**src/rtl/frame_scheduler.sv**
```systemverilog
// Runs N_STAGES one-hot req/ack update stages once per frame, starting at vblank; aborts at visible start.
// Outputs registered: VB in cycle c -> frame_tick/stage_req[0] in c+1; ack in c -> next req in c+1.
module frame_scheduler #(
  parameter int N_STAGES  = 3,
  parameter int V_DISPLAY = 480,
  parameter int CNT_W     = 16
) (
  input  logic                clk,
  input  logic                rst_n,
  input  logic                p_tick,
  input  logic [9:0]          x,
  input  logic [9:0]          y,
  input  logic                enable,
  input  logic                clear_overrun,
  input  logic [N_STAGES-1:0] stage_ack,
  output logic [N_STAGES-1:0] stage_req,
  output logic                frame_tick,
  output logic                busy,
  output logic                done,
  output logic                overrun,
  output logic [CNT_W-1:0]    frame_cnt
);

  localparam int KW = (N_STAGES > 1) ? $clog2(N_STAGES) : 1;
  localparam logic [N_STAGES-1:0] REQ_ONE = N_STAGES'(1);
  localparam logic [KW-1:0]       K_LAST  = KW'(N_STAGES - 1);

  typedef enum logic [1:0] {S_IDLE, S_RUN, S_DONE} state_t;

  state_t              r_state, w_state_nxt;
  logic [KW-1:0]       r_k, w_k_nxt;
  logic                w_vb, w_vs, w_abort;
  logic [N_STAGES-1:0] r_stage_req;
  logic                r_frame_tick, r_busy, r_done, r_overrun;
  logic [CNT_W-1:0]    r_frame_cnt;

  always_comb begin
    w_vb = p_tick && (x == 10'd0) && (y == 10'(V_DISPLAY));
    w_vs = p_tick && (x == 10'd0) && (y == 10'd0);
  end

  always_comb begin
    w_state_nxt = r_state;
    w_k_nxt     = r_k;
    w_abort     = 1'b0;
    case (r_state)
      S_IDLE: begin
        if (w_vb && enable) begin
          w_state_nxt = S_RUN;
          w_k_nxt     = '0;
        end
      end
      S_RUN: begin
        // Visible start wins over a same-cycle ack: the frame is already lost.
        if (w_vs) begin
          w_state_nxt = S_IDLE;
          w_k_nxt     = '0;
          w_abort     = 1'b1;
        end else if (stage_ack[r_k]) begin
          if (r_k == K_LAST) begin
            w_state_nxt = S_DONE;
            w_k_nxt     = '0;
          end else begin
            w_k_nxt = r_k + KW'(1);
          end
        end
      end
      S_DONE:  w_state_nxt = S_IDLE;
      default: begin
        w_state_nxt = S_IDLE;
        w_k_nxt     = '0;
      end
    endcase
  end

  always_ff @(posedge clk or negedge rst_n) begin
    if (!rst_n) begin
      r_state      <= S_IDLE;
      r_k          <= '0;
      r_stage_req  <= '0;
      r_frame_tick <= 1'b0;
      r_busy       <= 1'b0;
      r_done       <= 1'b0;
      r_overrun    <= 1'b0;
      r_frame_cnt  <= '0;
    end else begin
      r_state      <= w_state_nxt;
      r_k          <= w_k_nxt;
      r_stage_req  <= (w_state_nxt == S_RUN) ? (REQ_ONE << w_k_nxt) : '0;
      r_frame_tick <= w_vb;
      r_busy       <= (w_state_nxt != S_IDLE);
      r_done       <= (w_state_nxt == S_DONE);
      if (w_abort)
        r_overrun <= 1'b1;
      else if (clear_overrun)
        r_overrun <= 1'b0;
      if (w_vb)
        r_frame_cnt <= r_frame_cnt + CNT_W'(1);
    end
  end

  assign stage_req  = r_stage_req;
  assign frame_tick = r_frame_tick;
  assign busy       = r_busy;
  assign done       = r_done;
  assign overrun    = r_overrun;
  assign frame_cnt  = r_frame_cnt;

endmodule

```
**config.mk**
```make
export PLATFORM = sky130hd
export DESIGN_NAME = frame_scheduler
export DESIGN_NICKNAME = d
export VERILOG_FILES = /design/src/rtl/frame_scheduler.sv
export SDC_FILE = /design/constraint.sdc
export NUM_CORES = 1
export LEC_CHECK = 0
export CORE_ASPECT_RATIO = 1.75
export CORE_UTILIZATION = 38
export DETAILED_ROUTE_END_ITERATION = 16
export DONT_BUFFER_PORTS = 1
export SLEW_MARGIN = 20
export SYNTH_ARGS = -nofsm -noshare
export SYNTH_HDL_FRONTEND = slang
export SYNTH_SLANG_ARGS = --single-unit
```
**constraint.sdc**
```tcl
create_clock -name clk -period 1.4 [get_ports clk]
set_input_delay 0.21 -clock clk [delete_from_list [all_inputs] [get_ports clk]]
set_output_delay 0.21 -clock clk [all_outputs]
set_load 0.05 [all_outputs]
```
==> metrics.md <==
| Metric | Value |
|---|---|
| Clock root cell | `clkbuf_8` |
| Ys flop type | `dfrtp_1` |
| Setup Skew | `0.003153 ns` |
| Crit path kind | `flip-flop to flip-flop` |
| CTS tree | `done` |
| Final Hold Vio Count | `0` |
| Vias per inst | `5.302` |
| Initial antenna violation count | `0` |
| I/O pin cnt | `51` |
| Final min period | `1.379 ns` |
| Cell area after layout | `0.001777 mm^2` |
| Register area share after synthesis | `0.5019` |
| Vias in the first global route | `1128` |
| FFs w/ async S/R, synth | `1.000` |
| VDD IR max | `411.2 uV` |
| TNS Setup | `0 ns` |
| Worst setup endpoint | `frame_cnt[14]` |
| DRT antenna net count | `0` |
| Gp weighted congestion | `0.8471` |
| Placed cell areas | `0.001650 mm^2` |
| Largest net degree at the start of global routing | `28` |
| R2r setup slk | `0.02 ns` |
| Die area | `0.003794 mm^2` |
| Drt drc | `0` |
| Yosys warns | `0` |
| Buffers on Ports | `0` |
| Critical Path Start | `frame_cnt[0]` |
| Pwr Total | `0.001256 W` |
| Synthesized cell area | `0.001346 mm^2` |
| RSZ-0062 raised after global routing | `yes` |
| Average routed wire per standard cell | `15.08 um` |
| CTS sink cnt | `27` |
| Required @ worst endpoint | `1.59 ns` |
| Reg-to-Reg End | `frame_cnt[14]` |
| Worst r2r src | `frame_cnt[0]` |
| WP data arrival | `1.56 ns` |
| MaxCap Viol Count | `0` |
| First-pass GRT wire length | `4995 um` |
| R2R depth | `6` |
| Result of the run | `finished clean` |
| Pin slew with the least headroom to its limit | `0.5269 ns` |
| Final setup fails | `0` |
| Achievable frequency | `0.7253 GHz` |
| Pins Over Slew Limit | `0` |
| DR vias | `1055` |
| P per Cell Area | `707.1 mW/mm^2` |
| Routed WL | `3001 um` |
| FP Rows | `28` |
| Height of the die | `80.74 um` |
| GRT Resource Usage Total | `0.1824` |
| GR Overflow Total | `0` |
| Critical path fanouts, max | `4` |
| Detail Placement HPWL | `2345 um` |
| Share of cells above drive strength 1 | `0.4221` |
| Slew margin rel. | `0.6487` |
| Syn-to-layout area delta | `31.97%` |
| Ant diodes | `0` |
| CTS HTree Levels | `1` |
| Most common cell after layout, fill and taps aside | `buf_4` |
| Initial Util | `0.4003` |
| Final worst-path cycle share | `0.9848` |
| Syn Inst Count | `121` |
| Syn nets | `150` |
| Post-synth EDFFs | `0` |
| Startpoint Class | `flip-flop` |
| Leak | `0.8240 nW` |
| Die width | `47.00 um` |
| Commonest cells after routing, fill and taps aside | `buf_4, dfrtp_1, xor2_1` |
| CP Capture Type | `flip-flop` |
| Unique masters post-synth | `36` |
| Synthesized flop and latch total | `27` |
| Clock-pin transition on the worst setup and hold timing paths | `0.09 ns` |
| DR iter-0 viols | `7` |
| Clk Latency, worst-skew pair | `0.26 ns` |
| Mapped Avg Cell Area | `11.13 um^2` |
| Num CTS Buffers | `3` |
| Core Area | `0.003363 mm^2` |
| Max clock buf depth | `2` |
| Hold Crit Class | `input pin to flip-flop` |
| Number of nets in the layout | `184` |
| Number of detailed-route iterations in the first pass | `4` |
==> layer usage <==
layer	track usage	wire length, um	up-vias
met4	0.08286	34	0
met5	0	0	-
li1	-	-	509
met1	0.2068	1203	505
met3	0.04000	180	2
met2	0.3111	1583	39
==> Yosys cell counts (3+ instances only) <==
library cell	number	share of area
and4_1	3	0.020
xor2_1	13	0.085
dfrtp_1	27	0.50
nand3_1	7	0.026
nor4_1	6	0.028
nor2_1	3	0.0084
nand2_1	7	0.020
nor3_1	13	0.048
inv_1	9	0.025
==> per-stage QoR <==
step	cells	worst slack (ns)	util	hold WS [ns]
floorplan	121	-0.08040	-	-0.08559
global placement	192	-0.1463	0.4907	-0.08491
detailed placement	192	-0.1469	0.4907	-0.08487
CTS	199	0.0009093	0.5193	0.05182
global route	199	-0.04965	0.5283	0.004752
finish	199	0.02125	0.5283	0.02018
==> power breakdown <==
group          internal (W)  total [W]  switching (W)  leakage [nW]
combinational     0.0000192  0.0000476      0.0000285         0.462
sequential         0.000779   0.000779   0.0000000626         0.339
clock              0.000203   0.000430       0.000226        0.0228
total               0.00100    0.00126       0.000255         0.824
==> state kept, by name (all words and copies together), names as in the netlist <==
signal      cells
overrun         1
r_state         2
frame_tick      1
frame_cnt      16
r_k             2
busy            1
stage_req       3
done            1
==> logic make-up (layout without fill, tap and decap cells) <==
logic type | count (synthesis) | count (layout) | share of synthesized area
compound gates | 11 | 11 | 0.07250
mux | 1 | 1 | 0.008364
flops | 27 | 27 | 0.5019
xor+xnor | 15 | 15 | 0.09759
fa+ha+maj | 1 | 1 | 0.009292
simple gates | 56 | 56 | 0.2825
buf+inv | 10 | 43 | 0.02788
==> layout make-up <==
cell class | count | area, um^2
fill | 317 | 1587
multi-input combinational | 84 | 708.2
sequential | 27 | 689.4
timing repair buffer | 30 | 244.0
tap | 45 | 56.30
clock buffer | 4 | 45.04
inverter | 9 | 33.78
==> critical path: stages, from the launching register on <==
cell	delay, ns
dfrtp_2	0.42
ha_4	0.15
and2_4	0.13
nand4_1	0.10
buf_6	0.17
nor4_4	0.14
xor2_1	0.19
==> how the worst min path moves through the flow <==
stage / from / end / cells after the start
after floorplan: rst_n / busy / 0
after global placement: rst_n / frame_cnt[10] / 0
after detailed placement: rst_n / frame_cnt[9] / 0
after CTS: stage_ack[1] / stage_req[1] / 1
after global routing: stage_ack[1] / stage_req[1] / 1
final: stage_ack[1] / stage_req[1] / 1
==> repair_timing <==
| item | 4_1_cts | 5_1_grt |
|---|---|---|
| setup endpoints to repair | 2 | 9 |
| pin swaps | 1 | 3 |
| hold buffers | 2 | 0 |
| resized for setup | 2 | 7 |
| endpoints found under the hold margin | 27 | 0 |
| setup buffers | 1 | 0 |
(Power assumes the default switching activity.)
